File: src/rtl/cpu_ctrl_pkg.sv
// Shared opcode constants, state encoding and control-word layout for the sequencer.
package cpu_ctrl_pkg;

    localparam int unsigned OPC_BITS  = 5;
    localparam int unsigned RSEL_BITS = 4;

    typedef enum logic [3:0] {
        S_IDLE = 4'd0,
        S_T0   = 4'd1,
        S_T1   = 4'd2,
        S_T2   = 4'd3,
        S_T3   = 4'd4,
        S_T4   = 4'd5,
        S_T5   = 4'd6,
        S_T6   = 4'd7,
        S_HALT = 4'd8
    } state_t;

    localparam logic [OPC_BITS-1:0] OP_ADD  = 5'b00011;
    localparam logic [OPC_BITS-1:0] OP_SUB  = 5'b00100;
    localparam logic [OPC_BITS-1:0] OP_AND  = 5'b00101;
    localparam logic [OPC_BITS-1:0] OP_OR   = 5'b00110;
    localparam logic [OPC_BITS-1:0] OP_SHR  = 5'b00111;
    localparam logic [OPC_BITS-1:0] OP_SHL  = 5'b01000;
    localparam logic [OPC_BITS-1:0] OP_ROR  = 5'b01001;
    localparam logic [OPC_BITS-1:0] OP_ROL  = 5'b01010;
    localparam logic [OPC_BITS-1:0] OP_MUL  = 5'b01111;
    localparam logic [OPC_BITS-1:0] OP_DIV  = 5'b10000;
    localparam logic [OPC_BITS-1:0] OP_NEG  = 5'b10001;
    localparam logic [OPC_BITS-1:0] OP_NOT  = 5'b10010;
    localparam logic [OPC_BITS-1:0] OP_NOP  = 5'b11010;
    localparam logic [OPC_BITS-1:0] OP_HALT = 5'b11011;

    typedef enum logic [2:0] {
        CLS_BINARY  = 3'd0,
        CLS_MULDIV  = 3'd1,
        CLS_UNARY   = 3'd2,
        CLS_NOP     = 3'd3,
        CLS_HALT    = 3'd4,
        CLS_ILLEGAL = 3'd5
    } op_class_t;

    // Datapath strobes and status decoded for one sequencer step.
    typedef struct packed {
        logic                 pc_out;
        logic                 mar_in;
        logic                 inc_pc;
        logic                 z_in;
        logic                 zlo_out;
        logic                 zhi_out;
        logic                 pc_in;
        logic                 read;
        logic                 mdr_in;
        logic                 mdr_out;
        logic                 ir_in;
        logic                 y_in;
        logic                 lo_in;
        logic                 hi_in;
        logic                 rout_en;
        logic [RSEL_BITS-1:0] rout_sel;
        logic                 rin_en;
        logic [RSEL_BITS-1:0] rin_sel;
        logic [OPC_BITS-1:0]  operation;
        logic                 busy;
        logic                 halted;
        logic                 illegal;
    } ctrl_word_t;

    // Group an opcode by the execute path it takes after decode.
    function automatic op_class_t classify(input logic [OPC_BITS-1:0] opc);
        op_class_t cls;
        case (opc)
            OP_ADD, OP_SUB, OP_AND, OP_OR,
            OP_SHR, OP_SHL, OP_ROR, OP_ROL: cls = CLS_BINARY;
            OP_MUL, OP_DIV:                 cls = CLS_MULDIV;
            OP_NEG, OP_NOT:                 cls = CLS_UNARY;
            OP_NOP:                         cls = CLS_NOP;
            OP_HALT:                        cls = CLS_HALT;
            default:                        cls = CLS_ILLEGAL;
        endcase
        return cls;
    endfunction

endpackage

File: src/rtl/ctrl_sequencer_decode.sv
// Moore decode of the current step and instruction fields into the control word.
module ctrl_step_decode
    import cpu_ctrl_pkg::*;
(
    input  state_t                state,
    input  logic                  first_t1,
    input  logic [OPC_BITS-1:0]   opcode,
    input  logic [RSEL_BITS-1:0]  ra,
    input  logic [RSEL_BITS-1:0]  rb,
    input  logic [RSEL_BITS-1:0]  rc,
    output ctrl_word_t            word
);

    op_class_t cls;

    assign cls = classify(opcode);

    // Strobe pattern per step; everything defaults low so IDLE and reset decode to zero.
    always_comb begin
        word = '0;
        case (state)
            S_T0: begin
                word.pc_out    = 1'b1;
                word.mar_in    = 1'b1;
                word.inc_pc    = 1'b1;
                word.z_in      = 1'b1;
                word.operation = OP_ADD;
                word.busy      = 1'b1;
            end
            S_T1: begin
                word.zlo_out = 1'b1;
                word.pc_in   = first_t1;
                word.read    = 1'b1;
                word.mdr_in  = 1'b1;
                word.busy    = 1'b1;
            end
            S_T2: begin
                word.mdr_out = 1'b1;
                word.ir_in   = 1'b1;
                word.busy    = 1'b1;
            end
            S_T3: begin
                word.operation = opcode;
                word.busy      = 1'b1;
                case (cls)
                    CLS_BINARY, CLS_MULDIV: begin
                        word.rout_en  = 1'b1;
                        word.rout_sel = rb;
                        word.y_in     = 1'b1;
                    end
                    CLS_UNARY: begin
                        word.rout_en  = 1'b1;
                        word.rout_sel = rb;
                        word.z_in     = 1'b1;
                    end
                    CLS_ILLEGAL: word.illegal = 1'b1;
                    default: ;
                endcase
            end
            S_T4: begin
                word.operation = opcode;
                word.busy      = 1'b1;
                word.rout_en   = 1'b1;
                word.rout_sel  = rc;
                word.z_in      = 1'b1;
            end
            S_T5: begin
                word.operation = opcode;
                word.busy      = 1'b1;
                word.zlo_out   = 1'b1;
                if (cls == CLS_MULDIV) begin
                    word.lo_in = 1'b1;
                end else begin
                    word.rin_en  = 1'b1;
                    word.rin_sel = ra;
                end
            end
            S_T6: begin
                word.operation = opcode;
                word.busy      = 1'b1;
                word.zhi_out   = 1'b1;
                word.hi_in     = 1'b1;
            end
            S_HALT: word.halted = 1'b1;
            default: ;
        endcase
    end

endmodule

File: src/rtl/ctrl_sequencer.sv
// Instruction fetch/execute control sequencer: step register plus strobe decode.
module ctrl_sequencer
    import cpu_ctrl_pkg::*;
#(
    parameter int unsigned OPC_W  = 5,
    parameter int unsigned RSEL_W = 4
) (
    input  logic              clock,
    input  logic              clear,
    input  logic              start,
    input  logic [31:0]       ir,
    input  logic              mem_ready,
    output logic              PCout,
    output logic              MARin,
    output logic              IncPC,
    output logic              Zin,
    output logic              ZLOout,
    output logic              ZHIout,
    output logic              PCin,
    output logic              read,
    output logic              MDRin,
    output logic              MDRout,
    output logic              IRin,
    output logic              Yin,
    output logic              LOin,
    output logic              HIin,
    output logic              rout_en,
    output logic [RSEL_W-1:0] rout_sel,
    output logic              rin_en,
    output logic [RSEL_W-1:0] rin_sel,
    output logic [OPC_W-1:0]  operation,
    output logic              busy,
    output logic              halted,
    output logic              illegal
);

    state_t              state;
    logic                first_t1;
    logic [OPC_BITS-1:0] opcode;
    op_class_t           cls;
    ctrl_word_t          word;
    logic                unused_ir_bits;

    assign opcode         = ir[31:27];
    assign cls            = classify(opcode);
    assign unused_ir_bits = ^ir[14:0];

    // Step register; first_t1 marks the T1 cycle entered straight from T0 so PCin fires once per fetch.
    always_ff @(posedge clock) begin
        if (clear) begin
            state    <= S_IDLE;
            first_t1 <= 1'b0;
        end else begin
            first_t1 <= (state == S_T0);
            case (state)
                S_IDLE: if (start) state <= S_T0;
                S_T0:   state <= S_T1;
                S_T1:   if (mem_ready) state <= S_T2;
                S_T2:   state <= S_T3;
                S_T3: begin
                    case (cls)
                        CLS_BINARY, CLS_MULDIV: state <= S_T4;
                        CLS_UNARY:              state <= S_T5;
                        CLS_HALT:               state <= S_HALT;
                        default:                state <= S_T0;
                    endcase
                end
                S_T4:   state <= S_T5;
                S_T5:   state <= (cls == CLS_MULDIV) ? S_T6 : S_T0;
                S_T6:   state <= S_T0;
                S_HALT: state <= S_HALT;
                default: state <= S_IDLE;
            endcase
        end
    end

    ctrl_step_decode u_decode (
        .state    (state),
        .first_t1 (first_t1),
        .opcode   (opcode),
        .ra       (ir[26:23]),
        .rb       (ir[22:19]),
        .rc       (ir[18:15]),
        .word     (word)
    );

    // Fan the decoded control word out to the named datapath strobes.
    always_comb begin
        PCout     = word.pc_out;
        MARin     = word.mar_in;
        IncPC     = word.inc_pc;
        Zin       = word.z_in;
        ZLOout    = word.zlo_out;
        ZHIout    = word.zhi_out;
        PCin      = word.pc_in;
        read      = word.read;
        MDRin     = word.mdr_in;
        MDRout    = word.mdr_out;
        IRin      = word.ir_in;
        Yin       = word.y_in;
        LOin      = word.lo_in;
        HIin      = word.hi_in;
        rout_en   = word.rout_en;
        rout_sel  = RSEL_W'(word.rout_sel);
        rin_en    = word.rin_en;
        rin_sel   = RSEL_W'(word.rin_sel);
        operation = OPC_W'(word.operation);
        busy      = word.busy;
        halted    = word.halted;
        illegal   = word.illegal;
    end

endmodule

File: config.mk
export PLATFORM = sky130hd
export DESIGN_NAME = ctrl_sequencer
export DESIGN_NICKNAME = d
export VERILOG_FILES = /design/src/rtl/cpu_ctrl_pkg.sv /design/src/rtl/ctrl_sequencer_decode.sv /design/src/rtl/ctrl_sequencer.sv
export SDC_FILE = /design/constraint.sdc
export NUM_CORES = 1
export LEC_CHECK = 0
export ABC_AREA = 1
export CORE_AREA = 4 4 52 54
export CTS_CLUSTER_DIAMETER = 60
export DETAILED_ROUTE_END_ITERATION = 12
export DIE_AREA = 0 0 56 58
export GPL_ROUTABILITY_DRIVEN = 0
export GPL_TIMING_DRIVEN = 0
export PLACE_DENSITY = 0.83
export SYNTH_ARGS = -nofsm -noshare
export SYNTH_HDL_FRONTEND = slang
export SYNTH_SLANG_ARGS = --single-unit
File: constraint.sdc
create_clock -name clock -period 4.7 [get_ports clock]
set_clock_uncertainty 0.15 [all_clocks]
set_input_delay 0.94 -clock clock [delete_from_list [all_inputs] [get_ports clock]]
set_output_delay 0.94 -clock clock [all_outputs]
set_load 0.1 [all_outputs]
Word-level counts from Yosys, hierarchy flattened
Memory sizes are Yosys's and may differ from the RTL's.
Cells that the tools add are included.
{"block": "word_totals", "register_bits": 5, "mem_bits_ro": 192, "n_memories": 2, "output_inout_bits": 32, "in_bits": 36, "elab_cells": 56}
{"name": "(name not given)", "words": 32, "word_bits": 3, "read_ports": 1, "rd_ports_with_merged_regs": 0, "write_ports": 0, "line_no": "cpu_ctrl_pkg.sv:72", "source": "case (opc)"}
{"name": "(name not given)", "words": 32, "word_bits": 3, "read_ports": 1, "rd_ports_with_merged_regs": 0, "write_ports": 0, "line_no": "cpu_ctrl_pkg.sv:72"}
{"block": "op_classes", "n_reduce_logical": 11, "mux": 25, "eq_ne": 16}
{"cell": "case mux 4 bit (9 select lines)", "n": 1}
{"cell": "case mux 5 bit (2 select lines)", "n": 2}
{"cell": "== test 4 x 3 -> 1 bit (second input constant)", "n": 4}
{"cell": "two-way mux 5 bit", "n": 3}
{"cell": "case mux 4 bit (3 select lines)", "n": 1}
{"cell": "two-way mux 1 bit", "n": 11}
{"cell": "two-way mux 3 bit", "n": 3}
{"cell": "== test 4 x 2 -> 1 bit (second input constant)", "n": 2}
{"cell": "two-way mux 4 bit", "n": 2}
{"cell": "OR reduction 2 bit", "n": 4}
{"cell": "OR reduction 7 bit", "n": 1}
{"cell": "== test 3 x 1 -> 1 bit (second input constant)", "n": 2}
{"cell": "== test 3 x 2 -> 1 bit (second input constant)", "n": 2}
{"cell": "== test 3 bit (second input constant)", "n": 2}
{"cell": "logical NOT 3 bit", "n": 2}
{"cell": "== test 4 x 1 -> 1 bit (second input constant)", "n": 1}
{"cell": "== test 4 bit (second input constant)", "n": 1}
{"cell": "logical NOT 4 bit", "n": 1}
{"cell": "inequality test 2 bit (second input constant)", "n": 2}
{"cell": "OR reduction 4 bit", "n": 1}
{"cell": "OR reduction 3 bit", "n": 1}
{"cell": "two-way mux 2 bit", "n": 1}
{"cell": "case mux 1 bit (2 select lines)", "n": 1}
{"cell": "AND reduction 2 bit", "n": 1}

Depth between registers and ports, before layout
An unclocked memory read counts as a cell.
{"block": "depth", "ltp_word": 5, "mapped_depth": 12, "mapped_depth_nobuf": 12}

Modules after synthesis
A second synthesis with hierarchy kept.
{"block": "unflattened", "cells_unflattened": 179, "hier_area_um2": 1013.5}
{"module": "ctrl_step_decode", "n_inst": 1, "area_each_um2": 555.5, "seq_area_each_um2": 0.0, "cells_each": 101}
{"module": "ctrl_sequencer", "n_inst": 1, "area_each_um2": 457.9, "seq_area_each_um2": 100.1, "cells_each": 78}

Worst setup path before layout
No wires, ideal clock.
{"block": "synth_path", "path_type": "input to output", "startpoint": "in ir[27]", "endpoint": "out rout_sel[0]", "required_ns": 3.610, "setup_slack_ns": -0.295, "n_path_buf": 0, "arrival_time_ns": 3.905, "path_stages": 9, "path_cell_list": "inv_1 > ha_1 > nor2_1 > nand2_1 > nand2_1 > nand3_1 > nor2_2 > o21ai_2 > o21ai_0"}
{"block": "synth_via", "elab_chain_cells": 5, "elab_cells_between_ends": 7, "cone_classes": "eq/ne (2); mux (2); reduce/logical (2); memory (1)"}
{"item": "start, declared", "line_no": "ctrl_sequencer.sv:11", "source": "input logic [31:0] ir,"}
{"item": "memory read (32 x 3 bit) (*)"}
{"item": "== test 3 x 2 -> 1 bit (tied with other cells)", "line_no": "ctrl_sequencer_decode.sv:45", "source": "case (cls)"}
{"item": "OR reduction 3 bit (no source line) (*)"}
{"item": "two-way mux 5 bit (*)", "line_no": "ctrl_sequencer_decode.sv:45"}
{"item": "case mux 5 bit (2 select lines) (*)", "line_no": "ctrl_sequencer_decode.sv:21", "source": "case (state)"}
{"item": "end, declared", "line_no": "ctrl_sequencer.sv:28", "source": "output logic [RSEL_W-1:0] rout_sel,"}
Mark *: on every way between the ends. The rest lies on a longest branch, timed or not.

Worst setup path after layout
{"block": "layout_path", "startpoint": "in ir[27]", "endpoint": "out Zin"}
{"block": "layout_via", "elab_chain_cells": 4}
{"item": "memory read (32 x 3 bit)"}
{"item": "== test 3 x 2 -> 1 bit", "line_no": "ctrl_sequencer_decode.sv:45"}
{"item": "two-way mux 1 bit", "line_no": "ctrl_sequencer_decode.sv:45"}
{"item": "case mux 1 bit (2 select lines)", "line_no": "ctrl_sequencer_decode.sv:21"}
{"item": "end, declared", "line_no": "ctrl_sequencer.sv:16", "source": "output logic Zin,"}
Every way passes these cells.

==> load_flow_metrics.sql <==
INSERT INTO impl_metrics (metric_group, metric, value, unit) VALUES
('placed_design', 'placement.io_buffers', '52', ''),
('min_path', 'hold_path_class', 'reg2reg', ''),
('power', 'power.share.sequential', '8.9', '%'),
('finish', 'design.final.nets', '227', ''),
('floorplanning', 'floorplan.die.height', '58', 'um'),
('route', 'via_count', '950', ''),
('sta', 'setup_repair_after_global_routing_missed_its_margin', 'false', ''),
('critical_path', 'startpoint_type', 'input pin', ''),
('synth', 'synth-seq-cells', '5', ''),
('sta', 'worst-slew-pin-transition', '0.988', 'ns'),
('critical_path', 'timing.critical_path.slowest_cell_delay', '0.85', 'ns'),
('global_routing', 'grt_overflow', '0', ''),
('power', 'switching_power', '0.491', 'mW'),
('power', 'comb_power_share', '83.7', '%'),
('synth', 'synth_fa_ha_area_share', '5.42', '%'),
('route', 'post_drt_via_cell_ratio', '4.42', ''),
('finish', 'post_route_standard_cell_area_excluding_fillers', '1240', 'um2'),
('floorplanning', 'pin_count', '68', ''),
('floorplanning', 'core.rowCount', '17', ''),
('route', 'post_drt_antenna_nets', '0', ''),
('critical_path', 'endpoint_kind', 'output pin', ''),
('cts', 'clock_tree.root_cell', 'clkbuf_4', ''),
('route', 'wl_met3', '263', 'um'),
('critical_path', 'crit_required', '3.61', 'ns'),
('sta', 'achievable-frequency', '222', 'MHz'),
('floorplanning', 'die_w', '56', 'um'),
('cts', 'cts_hold_buffers', '0', ''),
('route', 'drtPass1Iterations', '5', ''),
('synth', 'avgSynthCellArea', '5.29', 'um2'),
('floorplanning', 'fp.coreArea', '2210', 'um2'),
('route', 'highest_layer', 'met4', ''),
('critical_path', 'crit_path_top_delay_cell', 'clkdlybuf4s15_1', ''),
('route', 'detailedRoute.firstIterationViolations', '39', ''),
('synth', 'synth_top_family_by_area', 'simple AND/OR/NAND/NOR gates', ''),
('sta', 'timing.final.max_slew_violations', '0', ''),
('global_routing', 'gr-usage-all-layers', '12.8', '%'),
('sta', 'final_critical_path_time_including_i_o_delays_and_setup', '4.51', 'ns'),
('cts', 'clock_transition_time_at_the_flip_flop_clock_pins_of_the_worst_setup_and_hold_paths', '0.05', 'ns'),
('route', 'finalWirelength', '2200', 'um'),
('power', 'p_sw_share', '68.8', '%'),
('floorplanning', 'initial_core_util', '31.3', '%'),
('sta', 'timing.final.setup_violations', '0', ''),
('cts', 'cts_setup_buffers', '0', ''),
('run_status', 'run_status', 'finished clean', ''),
('finish', 'post_route_cells_drive_above_1_share', '15.0', '%'),
('power', 'clockPowerShare', '7.4', '%'),
('cts', 'clock_latency', '0.25', 'ns'),
('power', 'leakage', '0.728', 'nW'),
('global_routing', 'global_route_wire_length_before_repair', '3420', 'um'),
('placed_design', 'dpl-instance-area', '1250', 'um2'),
('cts', 'cts_tree', 'yes', ''),
('synth', 'yosys-mux-area-fraction', '0', '%'),
('cts', 'clock_sink_count', '5', ''),
('route', 'drt-wirelength-per-cell', '10.2', 'um'),
('route', 'met2RoutedLength', '1030', 'um'),
('sta', 'maxSlewHeadroom', '33.9', '%'),
('placed_design', 'place_ws', '-0.196', 'ns'),
('power', 'irDropWorstVdd', '0.000467', 'V'),
('finish', 'fill_cells', '210', ''),
('synth', 'synth_xor_xnor_area_share', '0', '%'),
('cts', 'numCtsBuffers', '3', ''),
('route', 'routedLengthMet1', '892', 'um'),
('synth', 'synth_compound_area_share', '9.93', '%'),
('global_routing', 'grt_antenna_before_repair', '0', ''),
('sta', 'fin_ws', '0.189', 'ns'),
('critical_path', 'crit_type', 'in2out', ''),
('synth', 'synth_nets', '170', ''),
('route', 'drc_violation_count_after_routing', '0', ''),
('power', 'internal_power', '0.223', 'mW'),
('finish', 'diodes', '0', ''),
('flow_run', 'cap_violations', '0', '');
cell type report:
class                      instances  area, um2  share of cell area (%)
inverter                          31        116                    9.38
tap                               28       35.0                    2.82
clock buffer                       4       26.3                    2.12
sequential                         5        100                    8.06
multi-input combinational         90        439                    35.4
buffer                             5       37.5                    3.02
timing repair buffer              52        487                    39.2
power groups by stage:
| stage | clock [mW] | sequential [mW] | combinational, mW |
|---|---|---|---|
| 4_1_cts | 0.0534 | 0.0630 | 0.599 |
| 5_1_grt | 0.0559 | 0.0652 | 0.625 |
| 3_3_place_gp | 0 | 0.0630 | 0.596 |
| 6_report | 0.0527 | 0.0634 | 0.598 |
| 2_1_floorplan | 0 | 0.0615 | 0.473 |
| 3_5_place_dp | 0 | 0.0638 | 0.602 |
cell usage after synthesis:
cell      number  area [um2]
o21ai_0        6        30.0
nand3_1        7        35.0
buf_4          5        37.5
nand2_2        1        6.26
nor2_1        28         105
nand3_2        3        30.0
ha_1           3        37.5
inv_2          2        7.51
dfxtp_1        5         100
a21oi_1        3        15.0
o21ai_2        2        17.5
nor2_2         3        18.8
nand3b_1       1        7.51
nand2_1       30         113
or2_1          1        6.26
nor2_4         1        11.3
inv_1         29         109
o22ai_1        1        6.26
registers in the layout, summed over array words and instances (netlist names):
name	count
state	4
first_t1	1
metal layers:
metal / vias to the layer above / track usage (%)
met3: 3 / 4.90
li1: 498 / -
met2: 49 / 24.0
met1: 400 / 12.7
met4: 0 / 5.08
met5: - / 0
placed cells by master (no fill, tap or decap), types with 2 or more instances in the layout:
cell type / instances
a21oi_1: 3
buf_4: 5
clkbuf_2: 8
clkbuf_4: 3
clkdlybuf4s15_1: 2
clkdlybuf4s50_1: 38
dfxtp_1: 5
dlymetal6s2s_1: 3
ha_1: 3
inv_1: 29
inv_2: 2
nand2_1: 30
nand3_1: 7
nand3_2: 3
nor2_1: 28
nor2_2: 3
o21ai_0: 6
o21ai_2: 2
critical path: cells and delay by family:
| family | cells | cell delay [ns] |
|---|---|---|
| AO/OA/AOI/OAI | 1 | 0.09 |
| buffers and inverters | 3 | 1.43 |
| adder cells (fa/ha/maj) | 1 | 0.28 |
| AND/OR/NAND/NOR | 6 | 0.68 |
logic make-up after synthesis:
family / Yosys count
and+or+nand+nor: 75
buffers and inverters: 36
AOI/OAI and AO/OA: 12
DFF: 5
adders and majority gates: 3
stage by stage:
step	instances	utilization (%)	setup TNS, ns	power, mW	hold WS (ns)
2_1_floorplan	131	-	-1.18	0.534	0.367
3_3_place_gp	211	56.4	-0.696	0.659	0.404
3_5_place_dp	211	56.4	-1.59	0.666	0.428
4_1_cts	215	57.0	0	0.715	0.434
5_1_grt	215	56.1	0	0.747	0.458
6_report	215	56.1	0	0.714	0.441
worst paths after layout:
path                 start       end  slack, ns  cells past startpoint
hold reg to reg   state[3]  state[3]       0.44                      2
setup / recovery    ir[27]       Zin       0.19                     11
setup reg to reg  state[2]  state[0]       3.19                     10
hold / removal    state[3]  state[3]       0.44                      2
what timing repair did:
| action | CTS | global route |
|---|---|---|
| gates cloned | 0 | 0 |
| endpoints found under the setup margin | 11 | 13 |
| resized for setup | 11 | 25 |
Power figures use the tool's default switching activity.
